[src/rtl/rst_seq_ctrl.sv]
// rst_seq_ctrl: reset sequencer with programmable hold and a general wait timer.
//
// Purpose
//   Stretches a reset request into an rst_out pulse of a programmable length,
//   and runs a separate down-counting wait that reports completion or abort.
//   A reset request always wins over a wait and cancels a wait in progress.
//
// Configuration
//   RST_SEQ_POWERON_EN : when defined, rst_out is held for DEFAULT_RST_LEN
//                        further cycles after rst deasserts (power-on stretch).
//
// Ports
//   clk        : clock, all logic on the rising edge
//   rst        : synchronous active-high reset
//   rst_req    : request a reset hold sequence
//   rst_len    : hold length in cycles (0 selects DEFAULT_RST_LEN)
//   wait_req   : request a wait of wait_num cycles
//   wait_num   : wait length in cycles
//   rst_out    : stretched active-high reset to downstream logic (registered)
//   wait_busy  : high while a wait is counting (registered)
//   wait_done  : one-cycle pulse when a wait completes (registered)
//   wait_abort : one-cycle pulse when a wait is cancelled by rst_req (registered)
module rst_seq_ctrl #(
    parameter int unsigned DEFAULT_RST_LEN = 5,
    parameter int unsigned CNT_W           = 16
) (
    input  logic             clk,
    input  logic             rst,
    input  logic             rst_req,
    input  logic [7:0]       rst_len,
    input  logic             wait_req,
    input  logic [CNT_W-1:0] wait_num,
    output logic             rst_out,
    output logic             wait_busy,
    output logic             wait_done,
    output logic             wait_abort
);

    localparam int unsigned LEN_W   = 8;
    // A zero default would make the hold degenerate; treat it as one cycle.
    localparam int unsigned DEF_LEN = (DEFAULT_RST_LEN == 0) ? 1 : DEFAULT_RST_LEN;
    localparam int unsigned DEF_W   = $clog2(DEF_LEN + 1);
    localparam int unsigned HOLD_W  = (DEF_W > LEN_W) ? DEF_W : LEN_W;
    localparam logic [HOLD_W-1:0] DEF_LOAD = HOLD_W'(DEF_LEN - 1);

    typedef enum logic [1:0] {
        IDLE = 2'd0,
        HOLD = 2'd1,
        WAIT = 2'd2
    } state_e;

    state_e             state_q,      state_d;
    logic [HOLD_W-1:0]  hold_cnt_q,   hold_cnt_d;
    logic [CNT_W-1:0]   wait_cnt_q,   wait_cnt_d;
    logic               rst_out_q,    rst_out_d;
    logic               wait_busy_q,  wait_busy_d;
    logic               wait_done_q,  wait_done_d;
    logic               wait_abort_q, wait_abort_d;
`ifdef RST_SEQ_POWERON_EN
    logic               por_pend_q,   por_pend_d;
`endif

    // Counter load value for a new hold: counters hold remaining cycles minus one,
    // so a load of L-1 yields exactly L cycles of rst_out.
    logic [HOLD_W-1:0]  hold_len_c;
    logic [HOLD_W-1:0]  hold_load_c;

    assign hold_len_c  = (rst_len == 8'd0) ? HOLD_W'(DEF_LEN) : HOLD_W'(rst_len);
    assign hold_load_c = hold_len_c - HOLD_W'(1);

    // State and output registers
    always_ff @(posedge clk) begin
        if (rst) begin
            state_q      <= IDLE;
            hold_cnt_q   <= '0;
            wait_cnt_q   <= '0;
            rst_out_q    <= 1'b1;
            wait_busy_q  <= 1'b0;
            wait_done_q  <= 1'b0;
            wait_abort_q <= 1'b0;
`ifdef RST_SEQ_POWERON_EN
            por_pend_q   <= 1'b1;
`endif
        end else begin
            state_q      <= state_d;
            hold_cnt_q   <= hold_cnt_d;
            wait_cnt_q   <= wait_cnt_d;
            rst_out_q    <= rst_out_d;
            wait_busy_q  <= wait_busy_d;
            wait_done_q  <= wait_done_d;
            wait_abort_q <= wait_abort_d;
`ifdef RST_SEQ_POWERON_EN
            por_pend_q   <= por_pend_d;
`endif
        end
    end

    // Next-state and next-output logic
    always_comb begin
        state_d      = state_q;
        hold_cnt_d   = hold_cnt_q;
        wait_cnt_d   = wait_cnt_q;
        rst_out_d    = rst_out_q;
        wait_busy_d  = wait_busy_q;
        wait_done_d  = 1'b0;
        wait_abort_d = 1'b0;
`ifdef RST_SEQ_POWERON_EN
        por_pend_d   = por_pend_q;
`endif

        unique case (state_q)
            IDLE: begin
                rst_out_d   = 1'b0;
                wait_busy_d = 1'b0;
`ifdef RST_SEQ_POWERON_EN
                // First cycle out of rst: stretch rst_out by the default length.
                if (por_pend_q) begin
                    por_pend_d = 1'b0;
                    state_d    = HOLD;
                    hold_cnt_d = DEF_LOAD;
                    rst_out_d  = 1'b1;
                end else
`endif
                if (rst_req) begin
                    state_d    = HOLD;
                    hold_cnt_d = hold_load_c;
                    rst_out_d  = 1'b1;
                end else if (wait_req) begin
                    if (wait_num == '0) begin
                        wait_done_d = 1'b1;
                    end else begin
                        state_d     = WAIT;
                        wait_cnt_d  = wait_num - CNT_W'(1);
                        wait_busy_d = 1'b1;
                    end
                end
            end

            HOLD: begin
                rst_out_d = 1'b1;
                if (rst_req) begin
                    hold_cnt_d = hold_load_c;
                end else if (hold_cnt_q == '0) begin
                    state_d   = IDLE;
                    rst_out_d = 1'b0;
                end else begin
                    hold_cnt_d = hold_cnt_q - HOLD_W'(1);
                end
            end

            WAIT: begin
                if (rst_req) begin
                    state_d      = HOLD;
                    hold_cnt_d   = hold_load_c;
                    rst_out_d    = 1'b1;
                    wait_cnt_d   = '0;
                    wait_busy_d  = 1'b0;
                    wait_abort_d = 1'b1;
                end else if (wait_cnt_q == '0) begin
                    state_d     = IDLE;
                    wait_busy_d = 1'b0;
                    wait_done_d = 1'b1;
                end else begin
                    wait_cnt_d = wait_cnt_q - CNT_W'(1);
                end
            end

            default: begin
                state_d = IDLE;
            end
        endcase
    end

    assign rst_out    = rst_out_q;
    assign wait_busy  = wait_busy_q;
    assign wait_done  = wait_done_q;
    assign wait_abort = wait_abort_q;

endmodule

[config.mk]
export PLATFORM = sky130hd
export DESIGN_NAME = rst_seq_ctrl
export DESIGN_NICKNAME = d
export VERILOG_FILES = /design/src/rtl/rst_seq_ctrl.sv
export SDC_FILE = /design/constraint.sdc
export NUM_CORES = 1
export LEC_CHECK = 0
export BUFFER_PORTS_ARGS = -buffer_cell sky130_fd_sc_hd__buf_2
export CORE_MARGIN = 3
export CORE_UTILIZATION = 45
export CTS_CLUSTER_SIZE = 25
export DETAILED_ROUTE_END_ITERATION = 8
export HOLD_SLACK_MARGIN = 0.06
export PLACE_DENSITY = 0.74
export SYNTH_ARGS = -nofsm -noshare
export SYNTH_HDL_FRONTEND = slang
export SYNTH_SLANG_ARGS = --single-unit
[constraint.sdc]
create_clock -name clk -period 2.6 [get_ports clk]
set_clock_uncertainty 0.15 [all_clocks]
set_input_delay 0.26 -clock clk [delete_from_list [all_inputs] [get_ports clk]]
set_output_delay 0.26 -clock clk [all_outputs]
set_load 0.01 [all_outputs]
# After elaboration in Yosys (flattened, before gate mapping)
# Index checks and enable logic that the tools add are counted.
dict set report word_totals {
  reg_bits 30
  inputBits 28
  output_inout_bits 4
  word_cells 77
}
dict set report op_classes {
  addsub 4
  eq_ne 14
  n_mux 36
  bitwise 1
  reduce_logical 15
}
# cell count
set op_table {}
lappend op_table {{$mux 16} 5}
lappend op_table {{$logic_not 16->1} 2}
lappend op_table {{$mux 8} 4}
lappend op_table {{$pmux 16 s2} 1}
lappend op_table {{$sub 16x1->16 const B} 2}
lappend op_table {{$logic_not 8->1} 2}
lappend op_table {{$pmux 8 s2} 1}
lappend op_table {{$sub 8x1->8 const B} 2}
lappend op_table {{$ne 3x3->1 const B} 5}
lappend op_table {{$mux 1} 14}
lappend op_table {{$mux 2} 7}
lappend op_table {{$ne 2x2->1 const B} 6}
lappend op_table {{$reduce_and 5->1} 2}
lappend op_table {{$pmux 2 s3} 1}
lappend op_table {{$pmux 1 s2} 2}
lappend op_table {{$reduce_and 2->1} 2}
lappend op_table {{$reduce_bool 2->1} 2}
lappend op_table {{$reduce_or 2->1} 2}
lappend op_table {{$pmux 1 s3} 1}
lappend op_table {{$reduce_and 3->1} 1}
lappend op_table {{$reduce_bool 3->1} 1}
lappend op_table {{$eq 2x1->1 const B} 1}
lappend op_table {{$eq 2x2->1 const B} 1}
lappend op_table {{$logic_not 2->1} 1}
lappend op_table {{2 further kinds} 2}

# Longest topological paths before layout
# Gate-level depths: netlist of run 1.
dict set report logic_depth {
  depth_word 5
  depth_mapped 10
  depth_no_buf 9
}

# Worst setup path after synthesis of run 1
# Ideal clock, no wire load.
dict set report synth_path {
  path_kind {register to register}
  startpoint {reg wait_cnt_q[0]}
  endpoint {reg wait_cnt_q[14]}
  setup_time_ps 126
  arrival_ps 1950
  required_time_ps 2324
  path_slack_ps 375
  path_stages_with_launch 10
  n_path_buf 1
  period_less_slack_ps 2225
  path_cell_list {dfxtp_1 -> inv_1 -> ha_1 -> or3b_2 -> clkbuf_1 -> or3_1 -> nor4_1 -> nor2_1 -> o211ai_1 -> o21ai_0}
}
dict set report synth_via {
  elab_chain_len 4
  elab_cells_between_ends 7
  cone_classes {1 x add/sub; 1 x eq/ne; 3 x mux; 2 x reduce/logical}
}
# element line
set synth_lines {}
lappend synth_lines {{start: declaration} 54} ;# logic [CNT_W-1:0] wait_cnt_q, wait_cnt_d;
lappend synth_lines {{start signal: assignment} 87} ;# wait_cnt_q <= wait_cnt_d;
lappend synth_lines {{$sub 16x1->16} 164} ;# wait_cnt_d = wait_cnt_q - CNT_W'(1);
lappend synth_lines {{$mux 16} 159} ;# end else if (wait_cnt_q == '0) begin
lappend synth_lines {{$mux 16} 152} ;# if (rst_req) begin
lappend synth_lines {{$pmux 16 s2} 111} ;# unique case (state_q)
# Several ways; a longest one is shown, not always the timed one. The select of a mux whose other input is x is not followed.
# A chain may end at the register's enable or synchronous reset.

# Final worst setup path of run 1
dict set report layout_path {
  startpoint {reg wait_cnt_q[0]}
  endpoint {reg wait_cnt_q[12]}
}
# Same word-level chain as after synthesis.

==> flow_metrics.py, run 1 <==
metrics = {
    "power_and_ir_drop": {
        "power_density_nw_per_um2": 582,
        "power_frac_clock_pct": 24.7,
        "total_power_mw": 1.59,
        "ir_drop_mv": 0.355,
        "sw_frac_of_total_pct": 37.7,
        "combPwrFrac_pct": 39.6,
        "p_seq_share_pct": 35.7,
        "cellLeakagePower_nw": 1.08,
        "p_switching_mw": 0.599,
        "power.internal_mw": 0.991,
    },
    "clocking": {
        "numCtsBuffers": 5,
        "cts.sinks": 30,
        "clock_path_buffers": 2,
        "root_buffer": "clkbuf_8",
        "cts-hold-fix-buffers": 0,
        "clk_pin_slew_ns": 0.07,
        "cts_setup_buffers": 0,
        "htreeDepth": 2,
        "cts_tree": "built",
        "clock_latency_ns": 0.28,
        "cts_resized": 0,
    },
    "grt": {
        "grt_pass1_wl_mm": 11.2,
        "gr-total-overflow": 0,
        "track_usage_pct": 22.3,
        "antenna_found_initial": 0,
        "grt_max_degree": 28,
        "grt_pass1_vias": 2452,
    },
    "floorplanning": {
        "ios": 32,
        "coreArea_um2": 4880,
        "die_x_um": 78.3,
        "initial_core_util_pct": 48.3,
        "die_h_um": 78.3,
        "die_area_um2": 6140,
        "row_count": 25,
    },
    "detailed_routing": {
        "drt-total-wl_mm": 6.62,
        "drc": 0,
        "num_vias": 2607,
        "drtIter0Drc": 170,
        "routed_via_density": 6.03,
        "wl_per_cell_um": 15.3,
        "firstDrtPassIters": 5,
        "antenna_left": 0,
    },
    "timing": {
        "setup_viol_count_final": 0,
        "holdWs_ns": 0.169,
        "min_period_over_period_pct": 92.1,
        "grt_setup_unrepaired": "false",
        "tns_ns": 0,
        "slew_viol_final": 0,
        "period_needed_ns": 2.39,
        "hold_viol": 0,
        "worst_pin_slew_ns": 0.586,
        "maxSlewHeadroom_pct": 60.6,
        "max_freq_mhz": 418,
    },
    "logic_synthesis": {
        "syn_area_per_cell_um2": 7.27,
        "synth_nets": 362,
        "synth-main-ff-cell": "dfxtp_1",
        "synth_cells": 324,
        "synth_seq_cells": 30,
        "netlist_area_um2": 2350,
        "synthDistinctLibCells": 60,
        "yosys_warnings": 0,
        "synth_edf_count": 0,
        "synth-async-reset-ratio_pct": 0,
        "yosysSeqAreaShare_pct": 25.5,
    },
    "cells_and_area": {
        "final_common_cell": "nor2_1",
        "drive_gt1_share_pct": 18.1,
        "nets": 402,
        "multi_input_area_um2": 1630,
        "area_delta_synth_final_pct": 16.0,
        "fill_cells": 480,
        "final_cell_mix": "39 x nor2_1, 31 x buf_2, 30 x nand2_1, 30 x dfxtp_1, 26 x a21oi_1",
        "seqCellArea_um2": 601,
        "antenna_cells": 0,
    },
    "worst_setup_path": {
        "reg2reg_setup_slack_ns": 0.21,
        "critPathKind": "reg2reg",
        "path_max_fanout": 6,
        "cp-start-kind": "flop",
        "cp.required_ns": 2.59,
        "end_kind": "flop",
        "cp.arrival_ns": 2.39,
    },
    "hold_path": {
        "hold_path_class": "in2reg",
    },
    "placed_design": {
        "io_buffers": 31,
        "gp_congestion": 0.934,
        "dpl.hpwl_mm": 4.95,
    },
    "run": {
        "maxCapViolCount": 0,
    },
    "outcome": {
        "status": "completed",
    },
}
==> power groups by stage <==
| stage | registers (mW) | logic [mW] | clock network [mW] |
|---|---|---|---|
| after floorplan | 0.564 | 0.436 | 0 |
| after global placement | 0.572 | 0.601 | 0 |
| after detailed placement | 0.574 | 0.608 | 0 |
| after CTS | 0.565 | 0.614 | 0.397 |
| after global routing | 0.573 | 0.695 | 0.421 |
| final | 0.567 | 0.630 | 0.393 |
==> cells in the mapped netlist (all sizes together) (3+ instances only) <==
library cell,instances,area share (%)
nand4,5,1.3
o21ai,27,5.7
nor2b,3,0.80
a31oi,3,0.80
nor4,12,4.1
a211oi,4,1.5
nand3,6,1.3
clkbuf,10,1.6
inv,15,2.4
o32ai,4,1.5
xnor2,12,4.5
o211ai,5,1.6
nand2,30,4.8
xor2,4,1.5
o22ai,5,1.3
or3,6,1.6
and2,4,1.2
dfxtp,30,26
buf,4,1.7
nor3,20,4.5
a21oi,26,5.5
ha,10,5.3
nor2,40,6.5
a22oi,3,0.96
or4,6,2.1
==> layout make-up <==
class / count / share of cell area [%]
multi-input cells: 265 / 59.5
flip-flops and latches: 30 / 22.0
repair buffers: 47 / 10.1
clock buffers: 7 / 3.16
well taps: 67 / 3.07
inverters: 15 / 2.06
clock inverters: 1 / 0.183
==> metal layers <==
layer  vias up  routed length (um)  track usage (%)
met4         0                 113             8.39
met1      1216                3020             31.0
met3        12                 455             4.70
li1       1272                   -                -
met5         -                   0                0
met2       107                3030             33.8
==> sequential cells by signal, indices dropped and copies added (netlist names) <==
| register | count |
|---|---|
| hold_cnt_q | 8 |
| rst_out | 1 |
| state_q | 2 |
| wait_abort | 1 |
| wait_busy | 1 |
| wait_cnt_q | 16 |
| wait_done | 1 |
==> through the flow <==
stage	std cells	utilization, %	area [um2]	worst slack (ns)
3_3_place_gp	424	54.0	2640	0.195
2_1_floorplan	324	-	2350	0.375
3_5_place_dp	424	54.0	2640	0.139
6_report	432	56.0	2730	0.206
5_1_grt	432	56.0	2730	0.0794
4_1_cts	432	55.9	2730	0.121
==> kinds of logic after synthesis <==
family / after synthesis / synth area share (%)
and+or+nand+nor: 143 / 31.6
AOI/OAI and AO/OA: 94 / 25.1
DFF: 30 / 25.5
buffers and inverters: 29 / 5.69
xor gates and xnor gates: 16 / 5.95
adders and majority gates: 10 / 5.31
muxes: 2 / 0.850
==> critical path, cell delays in order (launching register included) <==
cell	delay [ns]
dfxtp_1	0.33
inv_1	0.12
ha_1	0.21
or3b_2	0.47
buf_4	0.17
nor4_1	0.35
xnor2_1	0.18
o22ai_1	0.10
nand2_1	0.09
a21oi_1	0.07
==> final timing paths <==
kind / start / endpoint / cells after the start
setup / recovery: wait_cnt_q[0]$_SDFFE_PP0P_ / wait_cnt_q[12]$_SDFFE_PP0P_ / 9
setup reg to reg: wait_cnt_q[0]$_SDFFE_PP0P_ / wait_cnt_q[12]$_SDFFE_PP0P_ / 9
hold / removal: rst_req / wait_done$_SDFF_PP0_ / 2
hold reg to reg: wait_cnt_q[11]$_SDFFE_PP0P_ / wait_cnt_q[11]$_SDFFE_PP0P_ / 2
(Power assumes the default switching activity.)
==> run 2: changes to the inputs <==
--- a/config.mk
+++ b/config.mk
@@ -6,12 +6,13 @@
 export NUM_CORES = 1
 export LEC_CHECK = 0
 export BUFFER_PORTS_ARGS = -buffer_cell sky130_fd_sc_hd__buf_2
-export CORE_MARGIN = 3
+export CORE_MARGIN = 2
 export CORE_UTILIZATION = 45
-export CTS_CLUSTER_SIZE = 25
+export CTS_CLUSTER_SIZE = 24
 export DETAILED_ROUTE_END_ITERATION = 8
 export HOLD_SLACK_MARGIN = 0.06
 export PLACE_DENSITY = 0.74
+export SLEW_MARGIN = 0
 export SYNTH_ARGS = -nofsm -noshare
 export SYNTH_HDL_FRONTEND = slang
 export SYNTH_SLANG_ARGS = --single-unit
==> flow_metrics.py, run 2 (same netlist as run 1, synthesis figures left out) <==
metrics = {
    "outcome": {
        "status": "completed",
    },
    "floorplanning": {
        "die_area_um2": 5830,
        "die_h_um": 76.3,
        "die_x_um": 76.3,
        "row_count": 26,
        "initial_core_util_pct": 46.4,
        "ios": 32,
        "coreArea_um2": 5070,
    },
    "cells_and_area": {
        "antenna_cells": 0,
        "nets": 401,
        "final_common_cell": "nor2_1",
        "utilization_pct": 53.7,
        "top_regs": "wait_cnt_q x16, hold_cnt_q x8, state_q x2",
        "largest_register_ffs": 16,
        "fill_cells": 515,
        "design_area_um2": 2720,
        "drive_gt1_share_pct": 17.6,
        "regMostFlops": "wait_cnt_q",
        "multi_input_area_um2": 1620,
        "area_delta_synth_final_pct": 15.7,
        "final_cell_mix": "39 x nor2_1, 31 x buf_2, 30 x nand2_1, 30 x dfxtp_1, 26 x a21oi_1",
        "seqCellArea_um2": 601,
    },
    "worst_setup_path": {
        "path_buf_inv": 2,
        "critPathKind": "reg2reg",
        "cp.required_ns": 2.66,
        "path_max_fanout": 16,
        "path_cells": "inv_1, ha_1, or4b_1, nor4_4, and2_4, or3_1, buf_4, a221oi_1, a211oi_1",
        "cp.arrival_ns": 2.39,
        "max_stage_delay_ns": 0.50,
        "end_kind": "flop",
        "crit_family": "simple AND/OR/NAND/NOR gates",
        "cp_slowest_cell": "or4b_1",
        "cp-start-kind": "flop",
    },
    "timing": {
        "worst_pin_slew_ns": 0.563,
        "min_period_over_period_pct": 89.3,
        "slew_viol_final": 0,
        "setup_viol_count_final": 0,
        "tns_ns": 0,
        "grt_setup_unrepaired": "false",
        "max_freq_mhz": 431,
        "period_needed_ns": 2.32,
        "hold_viol": 0,
        "maxSlewHeadroom_pct": 62.4,
    },
    "clocking": {
        "cts_resized": 0,
        "cts.sinks": 30,
        "cts-hold-fix-buffers": 0,
        "cts_setup_buffers": 0,
        "numCtsBuffers": 5,
        "clk_pin_slew_ns": 0.07,
        "htreeDepth": 2,
        "clock_path_buffers": 2,
        "cts_tree": "built",
        "clock_latency_ns": 0.30,
        "root_buffer": "clkbuf_8",
    },
    "placed_design": {
        "io_buffers": 31,
        "dpl.hpwl_mm": 4.86,
        "gp_congestion": 0.954,
        "post_dp_cell_area_um2": 2630,
    },
    "grt": {
        "grt_pass1_wl_mm": 11.0,
        "gr-total-overflow": 0,
        "antenna_found_initial": 0,
        "track_usage_pct": 23.2,
        "grt_max_degree": 28,
        "grt_pass1_vias": 2424,
    },
    "detailed_routing": {
        "drtIter0Drc": 187,
        "firstDrtPassIters": 5,
        "routed_via_density": 5.97,
        "wl_per_cell_um": 15.0,
        "antenna_left": 0,
        "drt-total-wl_mm": 6.52,
        "drc": 0,
        "num_vias": 2593,
    },
    "power_and_ir_drop": {
        "combPwrFrac_pct": 38.8,
        "cellLeakagePower_nw": 1.07,
        "ir_drop_mv": 0.397,
        "power_density_nw_per_um2": 584,
        "p_switching_mw": 0.605,
        "sw_frac_of_total_pct": 38.0,
        "p_seq_share_pct": 35.9,
        "power_frac_clock_pct": 25.4,
        "power.internal_mw": 0.985,
    },
    "run": {
        "maxCapViolCount": 0,
    },
    "hold_path": {
        "hold_path_class": "in2reg",
    },
}
-- run 2: cell count changes in the layout (fill, tap and decap cells not counted), sizes merged --
| cell | delta |
|---|---|
| buf | -1 |
-- run 2: area by class of cell --
cell class | instances | area share (%)
clock buffers | 7 | 3.17
repair buffers | 46 | 9.83
clock inverters | 1 | 0.184
well taps | 70 | 3.22
multi-input cells | 265 | 59.5
inverters | 15 | 2.07
flip-flops and latches | 30 | 22.0
-- run 2: power groups by stage --
| stage | logic [mW] | clock network [mW] | registers (mW) |
|---|---|---|---|
| finish | 0.616 | 0.403 | 0.570 |
| global route | 0.685 | 0.425 | 0.577 |
| CTS | 0.610 | 0.404 | 0.568 |
| detailed placement | 0.605 | 0 | 0.579 |
| global placement | 0.596 | 0 | 0.576 |
| floorplan | 0.436 | 0 | 0.564 |
-- run 2: worst reg2reg max path, stage by stage (launching register included) --
cell,delay (ns)
dfxtp_1,0.33
inv_1,0.12
ha_1,0.15
or4b_1,0.50
nor4_4,0.21
and2_4,0.20
or3_1,0.09
buf_4,0.20
a221oi_1,0.07
a211oi_1,0.21
-- run 2: worst paths after layout --
path                               from                    endpoint  slack, ns  depth (start not counted)
min                             rst_req        wait_done$_SDFF_PP0_       0.15                          2
min reg2reg  hold_cnt_q[1]$_SDFFE_PP0P_  hold_cnt_q[1]$_SDFFE_PP0P_       0.33                          2
max reg2reg  wait_cnt_q[0]$_SDFFE_PP0P_  wait_cnt_q[0]$_SDFFE_PP0P_       0.28                          9
max          wait_cnt_q[0]$_SDFFE_PP0P_  wait_cnt_q[0]$_SDFFE_PP0P_       0.28                          9
-- run 2: metrics by stage --
stage / hold WS [ns] / power, mW / setup slack (ns) / instances
6_report: 0.151 / 1.59 / 0.279 / 434
5_1_grt: 0.176 / 1.69 / 0.0532 / 434
4_1_cts: 0.147 / 1.58 / 0.275 / 434
3_5_place_dp: 0.319 / 1.18 / 0.227 / 426
3_3_place_gp: 0.313 / 1.17 / 0.224 / 426
2_1_floorplan: 0.296 / 1.00 / 0.375 / 324
-- run 2: per-layer routing --
metal  GRT usage [%]  vias up  routed length [um]
met2            38.1      100                3060
li1                -     1275                   -
met1            29.1     1203                2910
met5               0        -                   0
met4            11.6        0                 151
met3            4.38       15                 395
==> run 3: changes to the inputs <==
--- a/config.mk
+++ b/config.mk
@@ -5,13 +5,14 @@
 export SDC_FILE = /design/constraint.sdc
 export NUM_CORES = 1
 export LEC_CHECK = 0
+export ABC_AREA = 1
 export BUFFER_PORTS_ARGS = -buffer_cell sky130_fd_sc_hd__buf_2
 export CORE_MARGIN = 2
 export CORE_UTILIZATION = 45
 export CTS_CLUSTER_SIZE = 24
 export DETAILED_ROUTE_END_ITERATION = 8
 export HOLD_SLACK_MARGIN = 0.06
-export PLACE_DENSITY = 0.74
+export PLACE_DENSITY = 0.73
 export SLEW_MARGIN = 0
 export SYNTH_ARGS = -nofsm -noshare
 export SYNTH_HDL_FRONTEND = slang
==> flow_metrics.py, run 3 <==
metrics = {
    "placed_design": {
        "dpl.hpwl_mm": 5.72,
        "preCtsSetupSlack_ns": 0.303,
        "gp_congestion": 0.932,
        "io_buffers": 31,
    },
    "worst_setup_path": {
        "cp.required_ns": 2.63,
        "path_max_fanout": 19,
        "r2r_start": "state_q[0]$_SDFFE_PP0P_",
        "critPathKind": "reg2reg",
        "reg2reg_setup_slack_ns": 0.29,
        "end_kind": "flop",
        "timing.rr.end": "wait_cnt_q[1]$_SDFFE_PP0P_",
        "cp.arrival_ns": 2.34,
        "cp-start-kind": "flop",
        "rr_worst_depth": 11,
    },
    "grt": {
        "grt_pass1_wl_mm": 11.7,
        "grt_max_degree": 25,
        "track_usage_pct": 22.4,
        "antenna_found_initial": 0,
        "grt_pass1_vias": 2671,
        "gr-total-overflow": 0,
    },
    "detailed_routing": {
        "wl_met3_um": 335,
        "routed_via_density": 5.22,
        "dr_wl_met2_mm": 3.46,
        "wl_met1_mm": 3.24,
        "antenna_left": 0,
        "drc": 0,
        "wl_per_cell_um": 12.4,
        "drtIter0Drc": 189,
        "firstDrtPassIters": 7,
        "num_vias": 3015,
        "drt-total-wl_mm": 7.20,
        "dr.max_layer_used": "met4",
    },
    "logic_synthesis": {
        "synth_largest_area_cell": "dfxtp_1",
        "synth-async-reset-ratio_pct": 0,
        "synth_top_cell_area_share_pct": 22.2,
        "netlist_area_um2": 2710,
        "synthDistinctLibCells": 32,
        "synth_edf_count": 0,
        "synth_nets": 507,
        "synth_cells": 469,
        "yosys_warnings": 0,
        "syn_area_per_cell_um2": 5.78,
        "synthTopCellsByCount": "117 x nand2_1, 88 x nor2_1, 60 x inv_1, 43 x nand3_1, 30 x dfxtp_1",
        "synth_seq_cells": 30,
        "synth.area.top_cells": "dfxtp_1 22%, nand2_1 16%, nor2_1 12%",
        "yosysSeqAreaShare_pct": 22.2,
        "post-synth-top-count-cell": "nand2_1",
        "synth-main-ff-cell": "dfxtp_1",
    },
    "cells_and_area": {
        "multi_input_area_um2": 1820,
        "regMostFlops": "wait_cnt_q",
        "top_regs": "wait_cnt_q x16, hold_cnt_q x8, state_q x2",
        "antenna_cells": 0,
        "drive_gt1_share_pct": 13.5,
        "area_delta_synth_final_pct": 11.9,
        "final_common_cell": "nand2_1",
        "largest_register_ffs": 16,
        "nets": 540,
        "utilization_pct": 51.5,
        "fill_cells": 608,
        "final_cell_mix": "117 x nand2_1, 88 x nor2_1, 60 x inv_1, 43 x nand3_1, 31 x buf_2",
        "seqCellArea_um2": 601,
    },
    "timing": {
        "maxSlewHeadroom_pct": 50.4,
        "setup_viol_count_final": 0,
        "holdWs_ns": 0.0866,
        "period_needed_ns": 2.31,
        "worst_pin_slew_ns": 0.743,
        "tns_ns": 0,
        "min_period_over_period_pct": 88.8,
        "grt_setup_unrepaired": "false",
        "hold_viol": 0,
        "worst_slack_ns": 0.292,
        "slew_viol_final": 0,
        "max_freq_mhz": 433,
    },
    "clocking": {
        "root_buffer": "clkbuf_8",
        "cts_tree": "built",
        "cts_resized": 0,
        "clock_path_buffers": 2,
        "clk_pin_slew_ns": 0.07,
        "cts_setup_buffers": 0,
        "htreeDepth": 2,
        "cts.sinks": 30,
        "clock_latency_ns": 0.29,
        "numCtsBuffers": 5,
        "cts-hold-fix-buffers": 0,
    },
    "run": {
        "maxCapViolCount": 0,
    },
    "power_and_ir_drop": {
        "ir_drop_mv": 0.349,
        "cellLeakagePower_nw": 1.55,
        "power_density_nw_per_um2": 673,
    },
    "outcome": {
        "status": "completed",
    },
    "hold_path": {
        "hold_path_class": "in2reg",
        "hold-path-endpoint": "hold_cnt_q[4]$_SDFFE_PP0P_",
        "whs_path_depth": 2,
        "min_from": "rst",
    },
    "floorplanning": {
        "initial_core_util_pct": 46.0,
        "coreArea_um2": 5890,
        "row_count": 28,
        "ios": 32,
        "die_area_um2": 6660,
        "die_h_um": 81.6,
        "die_x_um": 81.6,
    },
}
run 3: cell types whose count changed after synthesis, sizes merged, moves of 7 or more:
cell and delta:
nand2 +95, nor2 +58, inv +51, nand3 +38, nor3 -14, nor4 -12
xnor2 -10, clkbuf -7
run 3: worst max-delay path by stage:
stage,startpoint,endpoint,slack (ns),depth (start not counted)
final,state_q[0]$_SDFFE_PP0P_,wait_cnt_q[1]$_SDFFE_PP0P_,0.29,11
after global routing,state_q[0]$_SDFFE_PP0P_,wait_cnt_q[1]$_SDFFE_PP0P_,0.03,11
after CTS,state_q[0]$_SDFFE_PP0P_,wait_cnt_q[1]$_SDFFE_PP0P_,0.29,11
after detailed placement,state_q[0]$_SDFFE_PP0P_,wait_cnt_q[4]$_SDFFE_PP0P_,0.30,11
after global placement,state_q[0]$_SDFFE_PP0P_,wait_cnt_q[3]$_SDFFE_PP0P_,0.40,11
after floorplan,state_q[0]$_SDFFE_PP0P_,hold_cnt_q[3]$_SDFFE_PP0P_,0.79,10
run 3: per-stage QoR:
stage / std cells / instance area [um2] / total power [mW]
final: 578 / 3030 / 2.04
after global routing: 578 / 3030 / 2.21
after CTS: 578 / 3030 / 2.03
after detailed placement: 570 / 2920 / 1.58
after global placement: 570 / 2920 / 1.55
after floorplan: 469 / 2710 / 1.37
run 3: report_power, final:
| group | internal, mW | switching (mW) | leakage (nW) |
|---|---|---|---|
| logic | 0.319 | 0.630 | 1.24 |
| registers | 0.553 | 0.0824 | 0.248 |
| clock network | 0.267 | 0.190 | 0.0575 |
| total | 1.14 | 0.902 | 1.55 |
run 3: cell families (layout without fill, tap and decap cells):
logic type	count (synthesis)	count (layout)	synth area share [%]
simple gates	291	291	48.6
buf+inv	72	106	10.7
compound gates	57	57	10.9
flops	30	30	22.2
fa+ha+maj	10	10	4.62
xor+xnor	9	9	2.91
run 3: layout make-up:
| type | instances | area share [%] |
|---|---|---|
| well taps | 75 | 3.10 |
| clock buffers | 8 | 3.63 |
| flip-flops and latches | 30 | 19.8 |
| repair buffers | 31 | 5.12 |
| multi-input cells | 367 | 60.0 |
| inverters | 67 | 8.38 |
run 3: layer usage:
layer  global-route usage [%]  vias up
met1                     27.9     1368
li1                         -     1557
met4                     6.33        0
met2                     39.6       77
met3                     3.85       13
met5                        0        -
run 3: worst max-delay path, stage by stage (launching register included):
cell	delay, ns
dfxtp_1	0.33
inv_1	0.13
ha_1	0.31
inv_2	0.20
nor2_4	0.31
nand3_1	0.17
nand2_2	0.11
inv_4	0.07
nand2_8	0.13
inv_1	0.12
nor2_1	0.11
nor2_1	0.06
